[src/rtl/coef_rom_scheduler_pkg.sv]
// Shared definitions for the coefficient ROM scheduler: address width,
// default data width / read latency and the sequencing state encodings.
package coef_rom_scheduler_pkg;

  localparam int ADDR_W       = 6;
  localparam int DATA_W_DEF   = 16;
  localparam int READ_LAT_DEF = 1;

  typedef enum logic [2:0] {
    S_IDLE      = 3'd0,
    S_SEND_ADDR = 3'd1,
    S_ACT_RE    = 3'd2,
    S_WAIT_DATA = 3'd3,
    S_DELIVER   = 3'd4
  } state_t;

endpackage

[src/rtl/coef_rom_scheduler_rr_arbiter2.sv]
// Two-way round-robin arbiter. The pointer remembers the requester served
// last; on contention the other one wins. The pointer resets to requester 1
// so requester 0 wins the first contention after reset.
module rr_arbiter2 (
  input  logic clk,
  input  logic rst_n,
  input  logic req0,
  input  logic req1,
  input  logic advance,
  output logic any_req,
  output logic winner
);

  logic last_q;

  // Winner select: a lone request wins, contention goes to the non-last one.
  always_comb begin
    any_req = req0 | req1;
    if (req0 && req1) begin
      winner = ~last_q;
    end else begin
      winner = req1;
    end
  end

  // Pointer update on every accepted arbitration.
  always_ff @(posedge clk or negedge rst_n) begin
    if (!rst_n) begin
      last_q <= 1'b1;
    end else if (advance && any_req) begin
      last_q <= winner;
    end
  end

endmodule

[src/rtl/coef_rom_scheduler.sv]
// Coefficient ROM scheduler: shares one coefficient memory between the
// forward (0) and inverse (1) DCT requesters.
//
// Handshake: a requester holds ReqN high with AddrN stable until it sees
// GrantN (one cycle); request and address are consumed on the edge before
// GrantN, so both may change from the GrantN cycle on. A request dropped
// before it is granted is forgotten. ValidN is a one-cycle pulse qualifying
// Data_Out, which then holds its value until the next memory capture.
// READ_LAT must be in 1..7 (it is loaded into a 3-bit counter).
module coef_rom_scheduler
  import coef_rom_scheduler_pkg::*;
#(
  parameter int DATA_W   = DATA_W_DEF,
  parameter int READ_LAT = READ_LAT_DEF
) (
  input  logic              Clock,
  input  logic              Reset_n,
  input  logic              Req0,
  input  logic              Req1,
  input  logic [ADDR_W-1:0] Addr0,
  input  logic [ADDR_W-1:0] Addr1,
  input  logic [DATA_W-1:0] Mem_Data,
  output logic [ADDR_W-1:0] Mem_Address,
  output logic              Mem_Read_Enable,
  output logic              Grant0,
  output logic              Grant1,
  output logic              Valid0,
  output logic              Valid1,
  output logic [DATA_W-1:0] Data_Out,
  output logic              Busy,
  output state_t            Dbg_State
);

  localparam logic [2:0] LAT_LOAD = 3'(READ_LAT);

  state_t              state_q, state_d;
  logic [2:0]          cnt_q;
  logic                sel_q;
  logic [ADDR_W-1:0]   addr_q;
  logic [DATA_W-1:0]   data_q;
  logic                arb_phase;
  logic                any_req;
  logic                winner;
  logic                capture;

  assign arb_phase = (state_q == S_IDLE) || (state_q == S_DELIVER);
  assign capture   = (state_q == S_WAIT_DATA) && (cnt_q == 3'd1);

  rr_arbiter2 u_arb (
    .clk     (Clock),
    .rst_n   (Reset_n),
    .req0    (Req0),
    .req1    (Req1),
    .advance (arb_phase),
    .any_req (any_req),
    .winner  (winner)
  );

  // State register.
  always_ff @(posedge Clock or negedge Reset_n) begin
    if (!Reset_n) begin
      state_q <= S_IDLE;
    end else begin
      state_q <= state_d;
    end
  end

  // Next state and strobes; unknown encodings fall back to idle, strobes low.
  always_comb begin
    state_d         = S_IDLE;
    Grant0          = 1'b0;
    Grant1          = 1'b0;
    Valid0          = 1'b0;
    Valid1          = 1'b0;
    Mem_Read_Enable = 1'b0;
    Busy            = 1'b0;
    case (state_q)
      S_IDLE: begin
        state_d = any_req ? S_SEND_ADDR : S_IDLE;
      end
      S_SEND_ADDR: begin
        Busy    = 1'b1;
        Grant0  = ~sel_q;
        Grant1  = sel_q;
        state_d = S_ACT_RE;
      end
      S_ACT_RE: begin
        Busy            = 1'b1;
        Mem_Read_Enable = 1'b1;
        state_d         = S_WAIT_DATA;
      end
      S_WAIT_DATA: begin
        Busy    = 1'b1;
        state_d = capture ? S_DELIVER : S_WAIT_DATA;
      end
      S_DELIVER: begin
        Busy    = 1'b1;
        Valid0  = ~sel_q;
        Valid1  = sel_q;
        state_d = any_req ? S_SEND_ADDR : S_IDLE;
      end
      default: begin
        state_d = S_IDLE;
      end
    endcase
  end

  // Read-latency counter: loaded while the read strobe is out, counts down in wait.
  always_ff @(posedge Clock or negedge Reset_n) begin
    if (!Reset_n) begin
      cnt_q <= 3'd0;
    end else if (state_q == S_ACT_RE) begin
      cnt_q <= LAT_LOAD;
    end else if (state_q == S_WAIT_DATA) begin
      cnt_q <= cnt_q - 3'd1;
    end else begin
      cnt_q <= 3'd0;
    end
  end

  // Winner index and address latched on the arbitration edge.
  always_ff @(posedge Clock or negedge Reset_n) begin
    if (!Reset_n) begin
      sel_q  <= 1'b0;
      addr_q <= '0;
    end else if (arb_phase && any_req) begin
      sel_q  <= winner;
      addr_q <= winner ? Addr1 : Addr0;
    end
  end

  // Read data captured on the edge that leaves the wait state.
  always_ff @(posedge Clock or negedge Reset_n) begin
    if (!Reset_n) begin
      data_q <= '0;
    end else if (capture) begin
      data_q <= Mem_Data;
    end
  end

  assign Mem_Address = addr_q;
  assign Data_Out    = data_q;
  assign Dbg_State   = state_q;

endmodule
[config.mk]
export PLATFORM = sky130hd
export DESIGN_NAME = coef_rom_scheduler
export DESIGN_NICKNAME = d
export VERILOG_FILES = /design/src/rtl/coef_rom_scheduler_pkg.sv /design/src/rtl/coef_rom_scheduler_rr_arbiter2.sv /design/src/rtl/coef_rom_scheduler.sv
export SDC_FILE = /design/constraint.sdc
export NUM_CORES = 1
export LEC_CHECK = 0
export CORE_UTILIZATION = 35
export CTS_BUF_LIST = sky130_fd_sc_hd__clkbuf_8 sky130_fd_sc_hd__clkbuf_16
export DETAILED_ROUTE_END_ITERATION = 16
export PLACE_DENSITY = 0.72
export SYNTH_ARGS = -nofsm -noshare
export SYNTH_HDL_FRONTEND = slang
export SYNTH_HIERARCHICAL = 1
export SYNTH_SLANG_ARGS = --single-unit
[constraint.sdc]
create_clock -name Clock -period 2 [get_ports Clock]
set_clock_uncertainty 0.1 [all_clocks]
set_input_delay 0.4 -clock Clock [delete_from_list [all_inputs] [get_ports Clock]]
set_output_delay 0.4 -clock Clock [all_outputs]
set_load 0.1 [all_outputs]
# After elaboration in Yosys (flattened, before gate mapping)
# Index checks and enable logic that the tools add are counted.
[classes] add_sub_neg=1 n_mul=0 div_mod_pow=0 order_cmp=0 n_eq_ne=5 n_shift=0 muxes=13 n_bitwise=3 n_reduce_logical=7
[op_table] operator="3-bit one-hot mux with 4 select lines" n=1
[op_table] operator="3-bit 2-to-1 mux" n=3
[op_table] operator="1-bit 2-to-1 mux" n=8
[op_table] operator="3-bit by 1-bit == test with 1-bit output, second input constant" n=2
[op_table] operator="3-bit by 2-bit == test with 1-bit output, second input constant" n=2
[op_table] operator="6-bit 2-to-1 mux" n=1
[op_table] operator="4-bit OR reduction" n=1
[op_table] operator="3-bit == test, second input constant" n=1
[op_table] operator="1-bit logical AND" n=3
[op_table] operator="3-bit logical NOT" n=1
[op_table] operator="3-bit by 1-bit subtractor with 3-bit output, second input constant" n=1
[op_table] operator="1-bit NOT" n=2
[op_table] operator="2-bit OR reduction" n=1
[op_table] operator="1-bit logical OR" n=1
[op_table] operator="1-bit OR" n=1
[totals] regBits=30 latch_bits=0 mem_bits_rw=0 rom_bits=0 in_bits=32 elab_cells=35 mem_count=0

# Depth between registers and ports, before layout
[depth] word_depth=4 ltp_mapped=6 ltp_nobuf=5

# Hierarchy
# Netlist, hierarchy kept.
[modules_own_cells] mod="coef_rom_scheduler" n_inst=1 cells_per_inst=92 area_each_um2=1276.2
[modules_own_cells] mod="rr_arbiter2" n_inst=1 cells_per_inst=5 area_each_um2=51.3

# Least setup slack after synthesis
# Ideal clock, no wire load.
[synth_path] kind="reg-to-output" from="register state_q[2], in the netlist Dbg_State[2]" to="output port Grant0" arrival_time_ns=4.169 path_slack_ns=-2.669 path_stages_with_launch=3 cell_sequence="dfrtp_1 > buf_6 > nor4b_1"
[synth_via] elab_chain_len=2
[synth_rtl] element="start: declaration" line_no="coef_rom_scheduler.sv:36" rtl="state_t state_q, state_d;"
[synth_rtl] element="start signal: assignment" line_no="coef_rom_scheduler.sv:64" rtl="state_q <= state_d;"
[synth_rtl] element="3-bit by 1-bit == test with 1-bit output" line_no="coef_rom_scheduler.sv:77" rtl="case (state_q)"
[synth_rtl] element="1-bit 2-to-1 mux" line_no="coef_rom_scheduler.sv:77"
[synth_rtl] element="end: declaration" line_no="coef_rom_scheduler.sv:25" rtl="output logic Grant0,"
# No other way between the ends.

# Worst setup path in the final report
[layout_path] from="register state_q[1], in the netlist Dbg_State[1]" to="output port Busy"
[layout_via] elab_chain_len=3 elab_cells_between_ends=6 cone_classes="eq/ne (4); mux (1); reduce/logical (1)"
[layout_rtl] element="3-bit == test, or another cell as far along" line_no="coef_rom_scheduler.sv:77"
[layout_rtl] element="4-bit OR reduction (no source line) (*)"
[layout_rtl] element="1-bit 2-to-1 mux (*)" line_no="coef_rom_scheduler.sv:77"
[layout_rtl] element="end: declaration" line_no="coef_rom_scheduler.sv:30" rtl="output logic Busy,"
# Every way passes the cells marked *; elsewhere a longest branch is shown, timed or not.

==> results.toml <==
[finish]
drive_gt1_share_pct = 43.86
multi_input_area_um2 = 585.6
final_cells = 219
fillers = 256
antennaDiodeCount = 0
syn_to_final_growth_pct = 83.69
ff_latch_area_um2 = 763.2
post-route-util_pct = 66.61
num-nets-final = 204

[synthesis]
async_flop_share_pct = 100.0
synth_cells = 97
yosys.area.top_type = "dfrtp_1"
synthFlopType = "dfrtp_1"
syn_avg_cell_area_um2 = 13.69
synth.most_common_cell = "dfrtp_1"
synth.cell_area_um2 = 1328
synth_cell_types = 27
syn-num-nets = 131
synth-edff-count = 0
seq_area_frac_synth_pct = 56.64
yosys-top-cells-count = "dfrtp_1, nor2_1, mux2_4"
ys_warn_count = 6
ys_ff_latch = 30
synth_top_area_share_pct = 54.67
synth.area.top_cells = "dfrtp_1, mux2_4, mux2_2, mux2i_1, nor2_1"

[detailed_routing]
route.detailed.drc = 0
postRouteAntennaNets = 0
wirelength_mm = 3.050
vias_per_cell = 4.580
wl_per_cell_um = 13.93
drtPass1Iterations = 3
drtIter0Drc = 34
vias = 1003

[grt]
grt_max_degree = 18
grt_pass1_vias = 1155
grt_pass1_wl_mm = 5.175
antenna_found_initial = 0
groute.usage.overall_pct = 17.20
grt_overflow = 0

[cts]
clock_sinks = 30
cts_buffers = 5
path_clk_slew_ns = 0.06
tritoncts = "done"
htree_levels = 2
clock_latency_ns = 0.27
clock_path_buffers = 2
cts_hold_buf = 0
cts_root_buffer = "clkbuf_8"

[floorplan]
fp.dieW_um = 63.59
io_pins = 63
die-area_um2 = 4043
start_util_pct = 36.26
placementRows = 22
core_um2 = 3661
die_h_um = 63.59

[timing]
rsz0062_at_grt = "false"
period_minus_slack_ns = 1.940
worstMarginPinSlew_ns = 0.6185
hold-worst-slack_ns = 0.4081
fmax_ghz = 0.5154
timing.final.hold_violations = 0
setup_viol = 0
slew-limit-headroom_pct = 58.64
drv_slew = 0
post-route-period-util_pct = 97.00

[critical_path]
critPathCaptureType = "output port"
cp_max_fo = 8
cp.arrival_ns = 1.44
start_kind = "flip-flop"
criticalPathCategory = "flip-flop to output port"
critical_path_required_ns = 1.50

[placement]
place_congestion = 0.7535
placedCellCount = 208
dpl.hpwl_mm = 2.477
port_buffers = 62

[hold_path]
hp-class = "input port to async pin"

[run_status]
status = "finished, final reports clean"

[job]
max_cap_viol_count = 0
-- critical path: stages (launching register included) --
cell and delay, ns:
dfrtp_4 0.55, nor2_4 0.18, buf_12 0.13, xnor2_4 0.12
buf_12 0.19
-- cell usage in the layout (no fill, tap or decap), drive strengths merged --
cell	netlist	layout
bufinv	0	1
nor4b	1	1
o21bai	1	1
nand2b	1	1
xnor2	2	2
nor3b	1	1
nor2	12	12
inv	2	4
ha	2	2
mux2	17	17
clkbuf	0	5
dfrtp	29	29
a21boi	1	1
clkdlybuf4s50	0	31
a31oi	1	1
a21oi	8	8
buf	4	39
and4bb	1	1
nand3b	1	1
nor3	1	1
dfstp	1	1
and3	1	1
nand2	2	2
a211oi	1	1
mux2i	6	6
or2	1	1
-- timing repair --
item | in CTS | in global routing
endpoints found under the hold margin | 0 | 0
gates resized for setup | 0 | 0
setup endpoints to repair | 2 | 2
cloned | 0 | 0
pin swaps | 1 | 1
setup buffers | 2 | 1
-- per-stage QoR --
step	setup slack (ns)	TNS, ns	area [um^2]
2_1_floorplan	-0.3487	-0.3654	1396
3_3_place_gp	0.1878	0	2297
4_1_cts	0.02576	0	2431
5_1_grt	0.001077	0	2439
3_5_place_dp	0.09186	0	2297
6_report	0.05993	0	2439
-- metal layers --
layer / vias to the layer above / share of wire (%) / track usage (%)
met4: 0 / 1.7 / 6.818
li1: 486 / - / -
met1: 467 / 38 / 17.34
met3: 7 / 6.5 / 6.703
met2: 43 / 54 / 31.25
met5: - / 0 / 0
-- cells by family after synthesis --
kind of cell,count (synthesis),synth area share (%)
compound gates,12,5.185
xor+xnor,2,1.320
fa+ha+maj,2,1.885
buf+inv,6,3.581
flops,30,56.65
mux,23,21.49
simple gates,22,9.897
-- flip-flops by register name (all words and copies together), names as in the netlist --
name / count
Data_Out: 16
Dbg_State: 3
Mem_Address: 6
cnt_q: 3
sel_q: 1
u_arb/last_q: 1
-- layout make-up --
type	count	share of cell area, %
timing repair buffer	70	37.56
sequential	30	31.30
multi-input combinational	61	24.01
clock buffer	5	2.822
tap	48	2.463
clock inverter	3	1.539
inverter	2	0.3079
-- path summary, 6_finish.rpt --
path,slack (ns),end,from,cells past startpoint
hold reg to reg,0.41,cnt_q[0],cnt_q[0],1
hold / removal,0.41,Dbg_State[1],Reset_n,1
setup / recovery,0.06,Busy,Dbg_State[1],4
setup reg to reg,0.29,Data_Out[1],Dbg_State[0],5
min in group Clock,0.41,cnt_q[0],cnt_q[0],1
max in group asynchronous,0.85,cnt_q[1],Reset_n,2
Power is not shown: default switching activity piles up to over one toggle a cycle in this logic, so the estimate is an artifact.
